### src/rtl/lpddr2_avm_gate.sv
// Avalon-MM gate in front of the LPDDR2 MPFE port: holds traffic until the memory is ready,
// caps outstanding reads, drains on memory reset, and flushes stuck reads via a watchdog.
module lpddr2_avm_gate #(
    parameter int ADDR_W   = 27,
    parameter int MAX_PEND = 8,
    parameter int RDY_CYC  = 16,
    parameter int TMO_CYC  = 1023
) (
    input  logic              avm_clk,
    input  logic              avm_rst,
    input  logic              mem_ready,
    input  logic [ADDR_W-1:0] s_address,
    input  logic              s_read,
    input  logic              s_write,
    input  logic [31:0]       s_writedata,
    input  logic [3:0]        s_byteenable,
    output logic              s_waitrequest,
    output logic [31:0]       s_readdata,
    output logic              s_readdatavalid,
    output logic [ADDR_W-1:0] m_address,
    output logic              m_read,
    output logic              m_write,
    output logic [31:0]       m_writedata,
    output logic [3:0]        m_byteenable,
    input  logic              m_waitrequest,
    input  logic [31:0]       m_readdata,
    input  logic              m_readdatavalid,
    output logic [3:0]        pending,
    output logic              timeout_err
);

    localparam int RW = $clog2(RDY_CYC + 1);
    localparam int WW = $clog2(TMO_CYC + 1);
    localparam logic [RW-1:0] RDY_LAST = RW'(RDY_CYC - 1);
    localparam logic [WW-1:0] TMO_LIM  = WW'(TMO_CYC);
    localparam logic [3:0]    PEND_MAX = 4'(MAX_PEND);
    localparam logic [31:0]   FLUSH_WORD = 32'hDEADBEEF;

    typedef enum logic [1:0] {INIT, RUN, DRAIN, FLUSH} state_t;

    state_t        state_q, state_d;
    logic [3:0]    pend_q, pend_d;
    logic [RW-1:0] rdy_q, rdy_d;
    logic [WW-1:0] wd_q, wd_d;
    logic          tmo_q, tmo_d;

    logic          mrd, mwr, swait, srv, rsp, iss, block;
    logic [31:0]   srd;

    always_ff @(posedge avm_clk) begin
        if (avm_rst) begin
            state_q <= INIT;
            pend_q  <= '0;
            rdy_q   <= '0;
            wd_q    <= '0;
            tmo_q   <= 1'b0;
        end else begin
            state_q <= state_d;
            pend_q  <= pend_d;
            rdy_q   <= rdy_d;
            wd_q    <= wd_d;
            tmo_q   <= tmo_d;
        end
    end

    always_comb begin
        state_d = state_q;
        pend_d  = pend_q;
        rdy_d   = '0;
        wd_d    = '0;
        tmo_d   = tmo_q;
        mrd     = 1'b0;
        mwr     = 1'b0;
        swait   = 1'b1;
        srv     = 1'b0;
        srd     = m_readdata;
        rsp     = 1'b0;
        iss     = 1'b0;
        block   = 1'b0;
        unique case (state_q)
            INIT: begin
                rdy_d = mem_ready ? rdy_q + 1'b1 : '0;
                if (mem_ready && rdy_q == RDY_LAST) begin
                    state_d = RUN;
                    rdy_d   = '0;
                end
            end
            RUN, DRAIN: begin
                rsp = m_readdatavalid && (pend_q != 4'd0);
                srv = rsp;
                if (state_q == RUN) begin
                    // A response arriving this cycle frees a slot for a read at the cap.
                    block = s_read && (pend_q == PEND_MAX) && !rsp;
                    mrd   = s_read && !block;
                    mwr   = s_write && !block;
                    swait = block || m_waitrequest;
                end
                iss = mrd && !m_waitrequest;
                if (iss && !rsp)
                    pend_d = pend_q + 4'd1;
                else if (rsp && !iss)
                    pend_d = pend_q - 4'd1;
                wd_d = (m_readdatavalid || iss || pend_q == 4'd0) ? '0 : wd_q + 1'b1;
                if (wd_q == TMO_LIM) begin
                    tmo_d   = 1'b1;
                    state_d = FLUSH;
                    wd_d    = '0;
                end else if (state_q == RUN && !mem_ready) begin
                    state_d = DRAIN;
                end else if (state_q == DRAIN && pend_d == 4'd0) begin
                    state_d = INIT;
                    wd_d    = '0;
                end
            end
            FLUSH: begin
                if (pend_q != 4'd0) begin
                    srv    = 1'b1;
                    srd    = FLUSH_WORD;
                    pend_d = pend_q - 4'd1;
                end
                if (pend_q <= 4'd1)
                    state_d = INIT;
            end
            default: state_d = INIT;
        endcase
    end

    // Command and response strobes are forced idle for as long as reset is held.
    assign s_waitrequest   = swait || avm_rst;
    assign s_readdatavalid = srv && !avm_rst;
    assign s_readdata      = srd;
    assign m_read          = mrd && !avm_rst;
    assign m_write         = mwr && !avm_rst;
    assign m_address       = s_address;
    assign m_writedata     = s_writedata;
    assign m_byteenable    = s_byteenable;
    assign pending         = pend_q;
    assign timeout_err     = tmo_q;

endmodule

### config.mk
export PLATFORM = sky130hd
export DESIGN_NAME = lpddr2_avm_gate
export DESIGN_NICKNAME = d
export VERILOG_FILES = /design/src/rtl/lpddr2_avm_gate.sv
export SDC_FILE = /design/constraint.sdc
export NUM_CORES = 1
export LEC_CHECK = 0
export ABC_AREA = 1
export CORE_MARGIN = 2
export CORE_UTILIZATION = 33
export CTS_BUF_LIST = sky130_fd_sc_hd__clkbuf_4 sky130_fd_sc_hd__clkbuf_8
export DETAILED_ROUTE_END_ITERATION = 12
export PLACE_DENSITY = 0.9
export SLEW_MARGIN = 0
export SYNTH_ARGS = -nofsm -noshare
export SYNTH_HDL_FRONTEND = slang
export SYNTH_SLANG_ARGS = --single-unit
### constraint.sdc
create_clock -name avm_clk -period 2.8 [get_ports avm_clk]
set_input_delay 0.56 -clock avm_clk [delete_from_list [all_inputs] [get_ports avm_clk]]
set_output_delay 0.56 -clock avm_clk [all_outputs]
set_load 0.03 [all_outputs]
==> qor.yml, run 1 <==
run_status:
  status: "finished clean"
timing:
  drv_slew: 0
  fin_tns_setup_ns: 0
  fmax_ghz: 0.385
  rsz0062_at_grt: "no"
  finalHoldViolations: 0
  period_minus_slack_ns: 2.60
  maxSlewHeadroom_pct: 78.1
  fin_skew_ns: 0.00511
  min_period_over_period_pct: 92.9
  worstMarginPinSlew_ns: 0.328
  report.final.setup_viol: 0
worst_hold_path:
  holdPathStages: 1
  min_from: "rdy_q[0]"
  hold_path_end: "rdy_q[0]"
  worstHoldPathType: "flip-flop to flip-flop"
power:
  power.internal_uw: 971
  clkPwrFrac_pct: 16.0
  switching_share_pct: 46.2
  vdd_ir_drop_max_v: 0.000368
  leakage_nw: 1.22
  powerDensity_nw_per_um2: 709
  pwr-share-comb_pct: 60.6
  power_frac_seq_pct: 23.3
  switchingPower_uw: 834
detailed_routing:
  avgRoutedWirePerCell_um: 13.0
  first_iter_violations: 113
  vias_per_cell: 4.65
  firstDrtPassIters: 4
  drc_errors: 0
  wl_um: 5150
  vias: 1847
  ant_nets: 0
synth:
  ys_async_sr_fraction_pct: 0
  ys_ff_latch: 22
  synth_edf_count: 0
  synth_area_leaders: "buf_4 (23%), dfxtp_1 (21%), ha_1 (7.1%)"
  synth_most_common_cell: "buf_4"
  yosysTopAreaCellShare_pct: 22.5
  post-synth-top-area-cell: "buf_4"
  synth_cell_types: 33
  synth.avg_cell_area_um2: 7.00
  seq_area_frac_synth_pct: 21.0
  syn_inst: 300
  synth_nets: 414
  ys_top_cells_by_count: "buf_4 (63), nor2_1 (39), inv_1 (35)"
  ys_dominant_reg_cell: "dfxtp_1"
  synth_area_um2: 2100
  synth_warnings: 0
setup_path:
  cpMaxStageDelayCell: "dfxtp_1"
  cp.arrival_ns: 2.04
  max_stage_delay_ns: 0.44
  r2r_slack_ns: 0.62
  reg2regPathDepth: 11
  required_ns: 2.24
  crit_type: "flip-flop to output port"
  path_cells: "inv_1, ha_1, nand2_2, nand2_1, inv_2, buf_4, or2_2, buf_4"
  r2r-start: "pending[0]"
  worstPathMaxFanout: 25
  critPathCaptureType: "output port"
  r2r-end: "pending[0]"
  crit_top_cell: "buf_4"
  start_kind: "flip-flop"
clock_network:
  cts_setup_buffers: 0
  htree_levels: 1
  insertion_delay_ns: 0.26
  ctsHoldBuffers: 0
  cts.path.max_buffers: 2
  root_buffer: "clkbuf_8"
  clk_pin_slew_ns: 0.08
  numCtsBuffers: 3
  cts_tree: "built"
  cts_sinks: 22
floorplanning:
  io_pins: 206
  die_area_um2: 7020
  start_util_pct: 33.7
  core.rowCount: 29
  chipWidth_um: 83.8
  die_h_um: 83.8
  fp.coreArea_um2: 6240
cells_and_area:
  fin_cells: 397
  area_delta_synth_final_pct: 21.3
  diodes: 0
  multiInputGateArea_um2: 1030
  drive_gt1_share_pct: 22.5
  fillCellCount: 637
  final_area_um2: 2550
  register_area_um2: 440
  nNetsFinal: 435
global_routing:
  grt_pass1_wl_um: 8130
  grt_start_max_net_pins: 26
  grt_remaining_overflow: 0
  grt_pass1_vias: 1828
  grt.total_usage_pct: 14.0
  antenna_found_initial: 0
place:
  dpl_cell_area_um2: 2460
  dp_cells: 393
  dp_hpwl_um: 4370
  io_buffers: 79
  gp_congestion: 0.883
flow_run:
  drv_cap: 0
==> layout make-up <==
| type | count | share of cell area (%) |
|---|---|---|
| inverters | 37 | 5.45 |
| clock buffers | 3 | 1.62 |
| clock inverters | 1 | 1.18 |
| repair buffers | 83 | 30.4 |
| multi-input cells | 174 | 40.3 |
| flip-flops and latches | 22 | 17.3 |
| well taps | 77 | 3.78 |
==> worst max-delay path by stage <==
stage,startpoint,to,slack (ns),cells after the start
after floorplan,pending[0],s_readdatavalid,0.22,7
after global placement,m_readdatavalid,m_read,0.15,6
after detailed placement,m_readdatavalid,m_write,0.13,6
after CTS,state_q[0],s_waitrequest,0.03,7
after global routing,pending[0],s_readdata[27],0.04,8
final,pending[0],s_readdata[25],0.20,8
==> stage by stage <==
| stage | util (%) | hold WS (ns) | power (mW) | setup WS [ns] |
|---|---|---|---|---|
| 2_1_floorplan | - | 0.418 | 1.37 | 0.221 |
| 3_3_place_gp | 39.4 | 0.427 | 1.48 | 0.153 |
| 3_5_place_dp | 39.4 | 0.445 | 1.51 | 0.125 |
| 4_1_cts | 40.5 | 0.457 | 1.81 | 0.0319 |
| 5_1_grt | 40.8 | 0.481 | 1.95 | 0.0401 |
| 6_report | 40.8 | 0.448 | 1.81 | 0.200 |
==> sequential cells by signal (all words and copies together) (netlist names) <==
| name | cells |
|---|---|
| pending | 4 |
| timeout_err | 1 |
| rdy_q | 5 |
| wd_q | 10 |
| state_q | 2 |
==> power groups by stage <==
stage          Clock (mW)  Sequential (mW)  Combinational (mW)
2_1_floorplan           0            0.448               0.919
3_3_place_gp            0            0.423                1.06
3_5_place_dp            0            0.428                1.08
4_1_cts             0.298            0.421                1.09
5_1_grt             0.305            0.428                1.21
6_report            0.290            0.421                1.09
==> layer usage <==
layer  up-vias  track usage, %  routed length (um)
met1       833            14.5                1860
met3        14            2.77                 417
met5         -               0                   0
li1        909               -                   -
met2        91            26.8                2720
met4         0            6.01                 143
==> repair_timing <==
action / in CTS / in global routing
gates resized for setup: 4 / 8
pin swaps: 0 / 0
setup endpoints to repair: 10 / 8
==> logic make-up (layout without fill, tap and decap cells) <==
family	after synthesis	count (layout)	synth area share, %
buffers and inverters	104	124	30.2
DFF	22	22	21.0
and+or+nand+nor	129	129	30.5
xor gates and xnor gates	10	10	4.17
AOI/OAI and AO/OA	23	23	7.03
adders and majority gates	12	12	7.15
==> placed cells by master (no fill, tap or decap), types with 3 or more instances in the layout <==
master            n
clkdlybuf4s50_1  43
nor2_1           39
inv_1            34
buf_4            29
nand2_1          28
or2_2            24
dfxtp_1          22
nand3_1          20
ha_1             12
a21oi_1           9
xor2_1            8
dlymetal6s2s_1    8
o21ai_0           7
nor2_2            4
nand2_2           3
inv_2             3
clkbuf_8          3
dlygate4sd2_1     3
==> critical path, delay by kind of cell (launching register included) <==
family                   cells  cell delay, ns
AND/OR/NAND/NOR              3            0.38
buffers and inverters        4            0.71
flip-flops                   1            0.44
adder cells (fa/ha/maj)      1            0.25
Power figures use the tool's default switching activity.
==> run 2: changes to the inputs <==
--- a/config.mk
+++ b/config.mk
@@ -9,6 +9,7 @@
 export CORE_MARGIN = 2
 export CORE_UTILIZATION = 33
 export CTS_BUF_LIST = sky130_fd_sc_hd__clkbuf_4 sky130_fd_sc_hd__clkbuf_8
+export CTS_CLUSTER_DIAMETER = 150
 export DETAILED_ROUTE_END_ITERATION = 12
 export PLACE_DENSITY = 0.9
 export SLEW_MARGIN = 0
==> constraint.sdc (replaced) <==
create_clock -name avm_clk -period 2.8 [get_ports avm_clk]
set_input_delay 0.84 -clock avm_clk [delete_from_list [all_inputs] [get_ports avm_clk]]
set_output_delay 0.84 -clock avm_clk [all_outputs]
set_load 0.03 [all_outputs]
==> qor.yml, run 2 (synthesis gave the netlist of run 1 again) <==
run_status:
  status: "finished clean"  # unchanged
detailed_routing:
  vias: 1888  # was 1847
  wl_um: 5860  # was 5150 um
  avgRoutedWirePerCell_um: 14.5  # was 13.0 um
  firstDrtPassIters: 4  # unchanged
  drc_errors: 0  # unchanged
  first_iter_violations: 41  # was 113
  vias_per_cell: 4.67  # was 4.65
  ant_nets: 0  # unchanged
timing:
  fmax_ghz: 0.364  # was 0.385 GHz
  report.final.setup_viol: 0  # unchanged
  period_minus_slack_ns: 2.75  # was 2.60 ns
  drv_slew: 0  # unchanged
  fin_skew_ns: 0.00168  # was 0.00511 ns
  finalHoldViolations: 0  # unchanged
  rsz0062_at_grt: "no"  # unchanged
  whs_ns: 0.463  # was 0.448 ns
  maxSlewHeadroom_pct: 78.6  # was 78.1%
  worstMarginPinSlew_ns: 0.320  # was 0.328 ns
  min_period_over_period_pct: 98.1  # was 92.9%
power:
  power_frac_seq_pct: 21.6  # was 23.3%
  switching_share_pct: 46.7  # was 46.2%
  vdd_ir_drop_max_v: 0.000685  # was 0.000368 V
  switchingPower_uw: 892  # was 834 uW
  powerDensity_nw_per_um2: 730  # was 709 nW/um2
  pwr-share-comb_pct: 62.7  # was 60.6%
  power.internal_mw: 1.02  # was 971 uW
  clkPwrFrac_pct: 15.7  # was 16.0%
  total_power_mw: 1.91  # was 1.81 mW
  leakage_nw: 1.22  # about the same
clock_network:
  root_buffer: "clkbuf_8"  # unchanged
  clk_pin_slew_ns: 0.08  # about the same
  cts.path.max_buffers: 2  # unchanged
  insertion_delay_ns: 0.27  # was 0.26 ns
  cts_tree: "built"  # unchanged
  numCtsBuffers: 3  # unchanged
  htree_levels: 1  # unchanged
  cts_sinks: 22  # unchanged
  ctsHoldBuffers: 0  # unchanged
cells_and_area:
  largest-register: "wd_q"  # unchanged
  register_area_um2: 440  # unchanged
  layout_common_cells: "buf_4 (42), clkdlybuf4s50_1 (41), nor2_1 (37)"  # was clkdlybuf4s50_1 (43), nor2_1 (39), inv_1 (34)
  layout_commonest_cell: "buf_4"  # was clkdlybuf4s50_1
  diodes: 0  # unchanged
  multiInputGateArea_um2: 1040  # was 1030 um2
  area_delta_synth_final_pct: 24.6  # was 21.3%
  fillCellCount: 612  # was 637
  drive_gt1_share_pct: 28.7  # was 22.5%
  largest_register_ff_count: 10  # unchanged
  nNetsFinal: 442  # was 435
floorplanning:
  core.rowCount: 29  # unchanged
  die_area_um2: 7020  # unchanged
  chipWidth_um: 83.8  # unchanged
  die_h_um: 83.8  # unchanged
  io_pins: 206  # unchanged
  fp.coreArea_um2: 6240  # unchanged
  start_util_pct: 33.7  # unchanged
place:
  dp_hpwl_um: 4790  # was 4370 um
  io_buffers: 79  # unchanged
  gp_congestion: 0.903  # was 0.883
global_routing:
  grt.total_usage_pct: 16.6  # was 14.0%
  grt_pass1_vias: 1960  # was 1828
  antenna_found_initial: 0  # unchanged
  grt_start_max_net_pins: 33  # was 26
  grt_pass1_wl_um: 9490  # was 8130 um
  grt_remaining_overflow: 0  # unchanged
setup_path:
  r2r-end: "wd_q[9]"  # was pending[0]
  crit_end: "m_read"  # was s_readdata[25]
  crit_type: "primary input to output port"  # was flip-flop to output port
  cpMaxStageDelayCell: "clkdlybuf4s50_1"  # was dfxtp_1
  worst-path-stages: 5  # was 8
  path_buf_inv: 3  # was 4
  worstPathMaxFanout: 5  # was 25
  path_delay_family: "buffers and inverters"  # unchanged
  critPathCaptureType: "output port"  # unchanged
  crit_path_start: "s_read"  # was pending[0]
  r2r_slack_ns: 0.63  # was 0.62 ns
  crit_top_cell: "buf_4"  # unchanged
  reg2regPathDepth: 14  # was 11
  max_stage_delay_ns: 0.51  # was 0.44 ns
  required_ns: 1.96  # was 2.24 ns
  path_cells: "clkdlybuf4s50_1, buf_4, nand2_1, nor2_1, buf_4"  # was inv_1, ha_1, nand2_2, nand2_1, inv_2, buf_4, or2_2, buf_4
  r2r-start: "state_q[1]"  # was pending[0]
  start_kind: "primary input"  # was flip-flop
  cp.arrival_ns: 1.91  # was 2.04 ns
flow_run:
  drv_cap: 0  # unchanged
worst_hold_path:
  worstHoldPathType: "flip-flop to flip-flop"  # unchanged
run 2: worst min-delay path by stage:
stage                     slack [ns]  startpoint  depth (start not counted)  endpoint
final                           0.46    rdy_q[0]                          1  rdy_q[0]
after floorplan                 0.42     wd_q[0]                          1   wd_q[0]
after global routing            0.49    rdy_q[0]                          1  rdy_q[0]
after CTS                       0.47    rdy_q[0]                          1  rdy_q[0]
after global placement          0.43    rdy_q[0]                          1  rdy_q[0]
after detailed placement        0.45    rdy_q[0]                          1  rdy_q[0]
run 2: worst reg2reg max path, stage by stage (launching register included):
cell     delay [ns]
dfxtp_1        0.35
inv_1          0.11
ha_1           0.25
inv_1          0.13
nor2_2         0.22
nand4_4        0.17
nand2_1        0.13
nand2_1        0.06
nand2_1        0.07
inv_1          0.06
nor2_2         0.16
nand3_2        0.12
nand2_4        0.12
or2_1          0.11
inv_1          0.03
run 2: layer usage:
metal / track usage [%] / routed length (um) / vias up
li1: - / - / 921
met1: 16.9 / 2010 / 846
met2: 30.9 / 3090 / 92
met3: 5.34 / 549 / 29
met4: 6.60 / 216 / 0
met5: 0 / 0 / -
run 2: power groups by stage:
stage	clock, mW	combinational [mW]	sequential [mW]
after floorplan	0	0.923	0.448
after global placement	0	1.12	0.415
after detailed placement	0	1.15	0.418
after CTS	0.302	1.19	0.410
after global routing	0.319	1.32	0.417
final	0.300	1.20	0.413
run 2: metrics by stage:
step                instance area [um2]  TNS (ns)  cells  setup slack, ns  util, %
detailed placement                 2520   -0.0839    399          -0.0839     40.4
global placement                   2520   -0.0958    399          -0.0958     40.4
global route                       2620         0    404           0.0125     41.9
finish                             2620         0    404           0.0526     41.9
floorplan                          2110         0    300            0.202        -
CTS                                2610         0    404           0.0414     41.8
run 2: area by class of cell:
cell class,count,area share (%)
Clock inverter,1,1.15
Inverter,37,5.31
Sequential cell,22,16.8
Clock buffer,3,1.58
Tap cell,77,3.68
Timing Repair Buffer,90,31.7
Multi-Input combinational cell,174,39.8
run 2: what timing repair did:
item	CTS	global route
pin swaps	1	2
setup buffers	1	0
endpoints found under the setup margin	1	25
gates resized for setup	5	3
